===== config.mk =====
export PLATFORM = sky130hd
export DESIGN_NAME = gmii_tx_arbiter_flat
export DESIGN_NICKNAME = d
export VERILOG_FILES = /design/src/rtl/gmii_tx_arbiter_pkg.sv /design/src/rtl/gmii_tx_arbiter_if.sv /design/src/rtl/gmii_tx_arbiter_pick.sv /design/src/rtl/gmii_tx_arbiter.sv /design/src/flat_wrapper.sv
export SDC_FILE = /design/constraint.sdc
export NUM_CORES = 1
export LEC_CHECK = 0
export ABC_AREA = 1
export CORE_MARGIN = 10
export CORE_UTILIZATION = 45
export CTS_CLUSTER_DIAMETER = 200
export DETAILED_ROUTE_END_ITERATION = 6
export PLACE_DENSITY = 0.84
export SYNTH_ARGS = -nofsm -noshare
export SYNTH_HDL_FRONTEND = slang
export SYNTH_HIERARCHICAL = 1
export SYNTH_SLANG_ARGS = --single-unit

===== constraint.sdc =====
create_clock -name clk -period 3.3 [get_ports clk]
set_clock_uncertainty 0.1 [all_clocks]
set_input_delay 0.495 -clock clk [delete_from_list [all_inputs] [get_ports clk]]
set_output_delay 0.495 -clock clk [all_outputs]
set_load 0.005 [all_outputs]

===== src/rtl/gmii_tx_arbiter_pkg.sv =====
// Shared types and constants for the GMII transmit arbiter.
package gmii_tx_arb_pkg;

  typedef enum logic [1:0] {IDLE, PASS, DRAIN, GAP} state_t;

  localparam int IFG_DEFAULT     = 12;
  localparam int MAX_LEN_DEFAULT = 1514;

  // Bits needed to index n items; never returns 0 so single-entry vectors stay legal.
  function automatic int clog2_min1(input int n);
    int r;
    r = 0;
    for (int v = n - 1; v > 0; v = v >> 1) r++;
    return (r < 1) ? 1 : r;
  endfunction

endpackage


===== src/rtl/gmii_tx_arbiter_if.sv =====
// Requester-side and MAC-side byte streams of the GMII transmit arbiter.
interface gmii_tx_arbiter_if #(parameter int NUM_REQ = 2);
  import gmii_tx_arb_pkg::*;

  localparam int SRC_W = clog2_min1(NUM_REQ);

  logic [NUM_REQ-1:0]   req_valid;
  logic [8*NUM_REQ-1:0] req_data;
  logic [NUM_REQ-1:0]   req_last;
  logic [NUM_REQ-1:0]   req_ready;
  logic                 out_valid;
  logic [7:0]           out_data;
  logic                 out_last;
  logic                 out_ready;
  logic [SRC_W-1:0]     out_src;
  logic                 out_abort;
  logic                 busy;

  modport master (
    output req_valid, req_data, req_last, out_ready,
    input  req_ready, out_valid, out_data, out_last, out_src, out_abort, busy
  );

  modport slave (
    input  req_valid, req_data, req_last, out_ready,
    output req_ready, out_valid, out_data, out_last, out_src, out_abort, busy
  );

endinterface


===== src/rtl/gmii_tx_arbiter_pick.sv =====
// Combinational winner selection; round-robin by default, lowest index wins
// when TX_ARB_FIXED_PRIO_EN is defined.
module tx_arb_pick #(
  parameter int NUM_REQ = 2,
  parameter int SRC_W   = 1
) (
  input  logic [NUM_REQ-1:0] req,
  input  logic [SRC_W-1:0]   last_grant,
  output logic [SRC_W-1:0]   winner,
  output logic               any
);

  logic [NUM_REQ-1:0] mask;
  logic [NUM_REQ-1:0] masked;

  always_comb begin
    any    = |req;
    winner = '0;
    mask   = '0;
    masked = '0;
`ifdef TX_ARB_FIXED_PRIO_EN
    for (int i = NUM_REQ - 1; i >= 0; i--)
      if (req[i]) winner = SRC_W'(i);
`else
    // Requests strictly above last_grant take precedence; otherwise wrap to the lowest.
    for (int i = 0; i < NUM_REQ; i++) mask[i] = (i > int'(last_grant));
    masked = req & mask;
    for (int i = NUM_REQ - 1; i >= 0; i--)
      if (req[i]) winner = SRC_W'(i);
    for (int i = NUM_REQ - 1; i >= 0; i--)
      if (masked[i]) winner = SRC_W'(i);
`endif
  end

endmodule


===== src/rtl/gmii_tx_arbiter.sv =====
// Frame-granular arbiter sharing one GMII TX MAC among NUM_REQ byte streams.
// Define TX_ARB_FIXED_PRIO_EN for fixed lowest-index priority instead of round-robin.
module gmii_tx_arbiter
  import gmii_tx_arb_pkg::*;
#(
  parameter int NUM_REQ    = 2,
  parameter int IFG_CYCLES = IFG_DEFAULT,
  parameter int MAX_LEN    = MAX_LEN_DEFAULT
) (
  input logic               clk,
  input logic               reset,
  gmii_tx_arbiter_if.slave  bus
);

  localparam int SRC_W = clog2_min1(NUM_REQ);
  localparam int CNT_W = clog2_min1(MAX_LEN + 1);
  localparam int GAP_W = clog2_min1(IFG_CYCLES);

  state_t           state, state_nx;
  logic [SRC_W-1:0] grant, last_grant, winner;
  logic             any;
  logic [CNT_W-1:0] cnt;
  logic [GAP_W-1:0] gap_cnt;
  logic             accept, underrun, overflow;
  logic             abort_p1;
  logic             sel_valid, sel_last;
  logic [7:0]       sel_data;

  tx_arb_pick #(.NUM_REQ(NUM_REQ), .SRC_W(SRC_W)) u_pick (
    .req        (bus.req_valid),
    .last_grant (last_grant),
    .winner     (winner),
    .any        (any)
  );

  assign sel_valid = bus.req_valid[grant];
  assign sel_last  = bus.req_last[grant];
  assign sel_data  = bus.req_data[{grant, 3'b000} +: 8];

  always_ff @(posedge clk or posedge reset) begin
    if (reset) begin
      state      <= IDLE;
      grant      <= '0;
      last_grant <= SRC_W'(NUM_REQ - 1);
      cnt        <= '0;
      gap_cnt    <= '0;
      abort_p1   <= 1'b0;
    end else begin
      state    <= state_nx;
      abort_p1 <= underrun | overflow;
      if (state == IDLE && any) begin
        grant      <= winner;
        last_grant <= winner;
        cnt        <= '0;
      end else if (accept && cnt != '1) begin
        cnt <= cnt + 1'b1;
      end
      gap_cnt <= (state == GAP) ? gap_cnt + 1'b1 : '0;
    end
  end

  always_comb begin
    state_nx      = state;
    bus.out_valid = 1'b0;
    bus.out_data  = '0;
    bus.out_last  = 1'b0;
    bus.req_ready = '0;
    accept        = 1'b0;
    underrun      = 1'b0;
    overflow      = 1'b0;
    unique case (state)
      IDLE: if (any) state_nx = PASS;
      PASS: begin
        bus.out_valid        = sel_valid;
        bus.out_data         = sel_data;
        bus.req_ready[grant] = bus.out_ready;
        accept   = bus.out_ready & sel_valid;
        underrun = bus.out_ready & ~sel_valid;
        // Byte MAX_LEN without last: close it towards the MAC and drop the rest.
        overflow = accept & ~sel_last & (cnt == CNT_W'(MAX_LEN - 1));
        bus.out_last = sel_last | overflow;
        if (accept && sel_last)      state_nx = GAP;
        else if (underrun || overflow) state_nx = DRAIN;
      end
      DRAIN: begin
        bus.req_ready[grant] = 1'b1;
        if (sel_valid && sel_last) state_nx = GAP;
      end
      GAP: if (gap_cnt == GAP_W'(IFG_CYCLES - 1)) state_nx = IDLE;
      default: state_nx = IDLE;
    endcase
  end

  assign bus.out_src   = grant;
  assign bus.out_abort = abort_p1;
  assign bus.busy      = (state != IDLE);

endmodule

===== src/flat_wrapper.sv =====
// flat-port wrapper written by rule: the top's interface ports become plain ports
module gmii_tx_arbiter_flat import gmii_tx_arb_pkg::*;
#(
  parameter int NUM_REQ    = 2,
  parameter int IFG_CYCLES = IFG_DEFAULT,
  parameter int MAX_LEN    = MAX_LEN_DEFAULT
)
  (clk, reset, bus_req_valid, bus_req_data, bus_req_last, bus_out_ready, bus_req_ready, bus_out_valid, bus_out_data, bus_out_last, bus_out_src, bus_out_abort, bus_busy);
  gmii_tx_arbiter_if #(.NUM_REQ(NUM_REQ)) bus_i ();
  input logic clk;
  input logic reset;
  input wire logic [$bits(bus_i.req_valid)-1:0] bus_req_valid;
  input wire logic [$bits(bus_i.req_data)-1:0] bus_req_data;
  input wire logic [$bits(bus_i.req_last)-1:0] bus_req_last;
  input wire logic [$bits(bus_i.out_ready)-1:0] bus_out_ready;
  output wire logic [$bits(bus_i.req_ready)-1:0] bus_req_ready;
  output wire logic [$bits(bus_i.out_valid)-1:0] bus_out_valid;
  output wire logic [$bits(bus_i.out_data)-1:0] bus_out_data;
  output wire logic [$bits(bus_i.out_last)-1:0] bus_out_last;
  output wire logic [$bits(bus_i.out_src)-1:0] bus_out_src;
  output wire logic [$bits(bus_i.out_abort)-1:0] bus_out_abort;
  output wire logic [$bits(bus_i.busy)-1:0] bus_busy;
  assign bus_i.req_valid = bus_req_valid;
  assign bus_i.req_data = bus_req_data;
  assign bus_i.req_last = bus_req_last;
  assign bus_i.out_ready = bus_out_ready;
  assign bus_req_ready = bus_i.req_ready;
  assign bus_out_valid = bus_i.out_valid;
  assign bus_out_data = bus_i.out_data;
  assign bus_out_last = bus_i.out_last;
  assign bus_out_src = bus_i.out_src;
  assign bus_out_abort = bus_i.out_abort;
  assign bus_busy = bus_i.busy;
  gmii_tx_arbiter #(.NUM_REQ(NUM_REQ), .IFG_CYCLES(IFG_CYCLES), .MAX_LEN(MAX_LEN)) u_core (.clk(clk), .reset(reset), .bus(bus_i));
endmodule

==> impl_metrics.ini <==
[drt]
wl_per_cell_um = 11.9
vias = 1365
final_antenna_net_count = 0
drtPass1Iterations = 4
drc = 0
wirelength_um = 3380
drt_iter0_markers = 77
avgViaCountPerCell = 4.81

[finish]
antennaDiodeCount = 0
drive_gt1_share_pct = 5.00
area.sequential_um2 = 502
n_fill_cell = 288
multiInputGateArea_um2 = 749
area_delta_synth_final_pct = 29.1
nets = 272

[synth]
ys_ff_latch = 20
yosysMostFrequentCell = nand2_1
yosys.area.top_type = dfrtp_1
ys_dominant_reg_cell = dfrtp_1
async_reset_ff_share_pct = 100
yosysWarnings = 6
yosysTopAreaCellShare_pct = 33.8
syn_area_um2 = 1410
synth_edf_count = 0
syn_avg_cell_area_um2 = 6.86
syn-num-nets = 236
synth.area.top_cells = dfrtp_1 (34%), nand2_1 (13%), nor2_1 (8.5%)
ys_types = 25
synth_top_cells_by_count = nand2_1 (47), nor2_1 (32), inv_1 (29)
syn-instance-count = 205
seq_area_frac_synth_pct = 35.7

[pwr]
p_leak_nw = 0.894
p_total_mw = 1.04
ir_worst_vdd_v = 0.000301
powerDensity_nw_per_um2 = 574

[floorplanning]
io_pins = 38
start_util_pct = 46.4
core_area_um2 = 3030
rows = 20
fp.dieW_um = 75.9
die_h_um = 75.9
die-area_um2 = 5760

[clocking]
clock_latency_ns = 0.30
post-cts-setup-buffer-count = 0
cts_hold_buf = 0
cts.clk_slew.worst_paths_ns = 0.11
clock_path_buffers = 2
cts_htree_levels = 1
clock_sinks = 20
cts_tree = done
cts_root_buf = clkbuf_4
numCtsBuffers = 3
cts_resized = 0

[global_routing]
grt.overflow.total = 0
grtUsageTotal_pct = 11.5
grt_pass1_vias = 1361
grt_max_degree = 21
antenna_found_initial = 0
grt_pass1_wl_um = 5780

[worst_setup_path]
worst_path_dominant_cell_family = buffers and inverters
crit_chain = inv_2 -> nand2_2 -> nand2_2 -> nor2_1 -> nand3_1 -> a21oi_1 -> clkdlybuf4s50_1
cp_max_fo = 14
crit_top_cell = nand2_2
start_kind = flop
cp.depth = 7
end_kind = output port
critical_path_class = reg -> out
max_stage_delay_ns = 0.59
cp.arrival_ns = 2.19
crit_slowest_cell = dfrtp_1
required_ns = 2.70
rr_worst_depth = 9
crit_buf_inv = 2

[worst_hold_path]
hp-class = reg -> reg
hold_depth = 1

[sta]
tns_ns = 0
rsz0062_at_grt = no
period_needed_ns = 2.78
period_share_pct = 84.3
fmax_mhz = 360
final-hold-violation-count = 0
worstMarginPinSlew_ns = 0.735
setup_violations = 0
max_slew_margin_pct = 50.9
drv_slew = 0

[placement]
io_buffer_count = 37
dp_hpwl_um = 2660
gp_congestion = 0.816

[outcome]
status = completed

[run]
drv_cap = 0
## layout by cell type (no fill, tap or decap), types with 2 or more instances in the layout
master / count
a21oi_1: 7
clkbuf_4: 3
clkdlybuf4s50_1: 37
dfrtp_1: 19
ha_1: 8
inv_1: 29
nand2_1: 47
nand2_2: 3
nand3_1: 14
nand4_1: 4
nor2_1: 32
nor2_2: 2
nor3_1: 3
o21ai_0: 20
xor2_1: 3
## power breakdown
| group | leakage, nW | switching [mW] | internal [mW] | total (mW) |
|---|---|---|---|---|
| combinational | 0.610 | 0.307 | 0.263 | 0.569 |
| sequential | 0.269 | 0.0614 | 0.292 | 0.353 |
| clock | 0.0150 | 0.0727 | 0.0471 | 0.120 |
## sequential cells by signal (all words and copies together) (netlist names)
signal	cells
u_core/bus.out_abort	1
u_core/bus.out_src	1
u_core/cnt	11
u_core/gap_cnt	4
u_core/last_grant	1
u_core/state	2
## per-layer routing
metal	share of wire, %	vias up	wire length [µm]	track usage [%]
li1	-	710	-	-
met1	46	608	1560	13.7
met2	45	45	1530	18.7
met3	7.6	2	255	4.13
met4	0.89	0	30	3.60
met5	0	-	0	0
## final cells by class
| type | count | share of cell area, % |
|---|---|---|
| inverter | 30 | 6.20 |
| sequential | 20 | 27.6 |
| clock buffer | 4 | 1.45 |
| tap | 44 | 3.03 |
| timing repair buffer | 37 | 20.4 |
| multi-input combinational | 149 | 41.3 |
## stage by stage
stage | util, % | instance area (µm²) | worst slack [ns] | hold WS, ns | instances
5_1_grt | 60.0 | 1820 | 0.292 | 0.402 | 284
2_1_floorplan | - | 1410 | 1.54 | 0.329 | 205
3_3_place_gp | 59.1 | 1790 | 0.601 | 0.349 | 280
4_1_cts | 60.0 | 1820 | 0.474 | 0.372 | 284
3_5_place_dp | 59.1 | 1790 | 0.567 | 0.357 | 280
6_report | 60.0 | 1820 | 0.518 | 0.368 | 284
## worst paths after layout
| check | slack, ns | end | start |
|---|---|---|---|
| setup / recovery | 0.52 | bus_out_last | u_core/bus.out_src |
| hold / removal | 0.37 | u_core/gap_cnt[0] | u_core/gap_cnt[0] |
| setup reg to reg | 1.12 | u_core/cnt[0] | u_core/state[1] |
| hold reg to reg | 0.37 | u_core/gap_cnt[0] | u_core/gap_cnt[0] |
| max in group asynchronous | 2.12 | u_core/cnt[4] | reset |
| min in group asynchronous | 0.52 | u_core/cnt[6] | reset |
## cell families (layout without fill, tap and decap cells)
logic type | count (synthesis) | in the layout | synth area share (%)
AND/OR/NAND/NOR | 109 | 109 | 33.5
buffers and inverters | 36 | 71 | 11.0
AO/OA/AOI/OAI | 28 | 28 | 10.1
flip-flops | 20 | 20 | 35.7
adder cells (fa/ha/maj) | 8 | 8 | 7.12
XOR/XNOR | 4 | 4 | 2.49
Power figures use the tool's default switching activity.
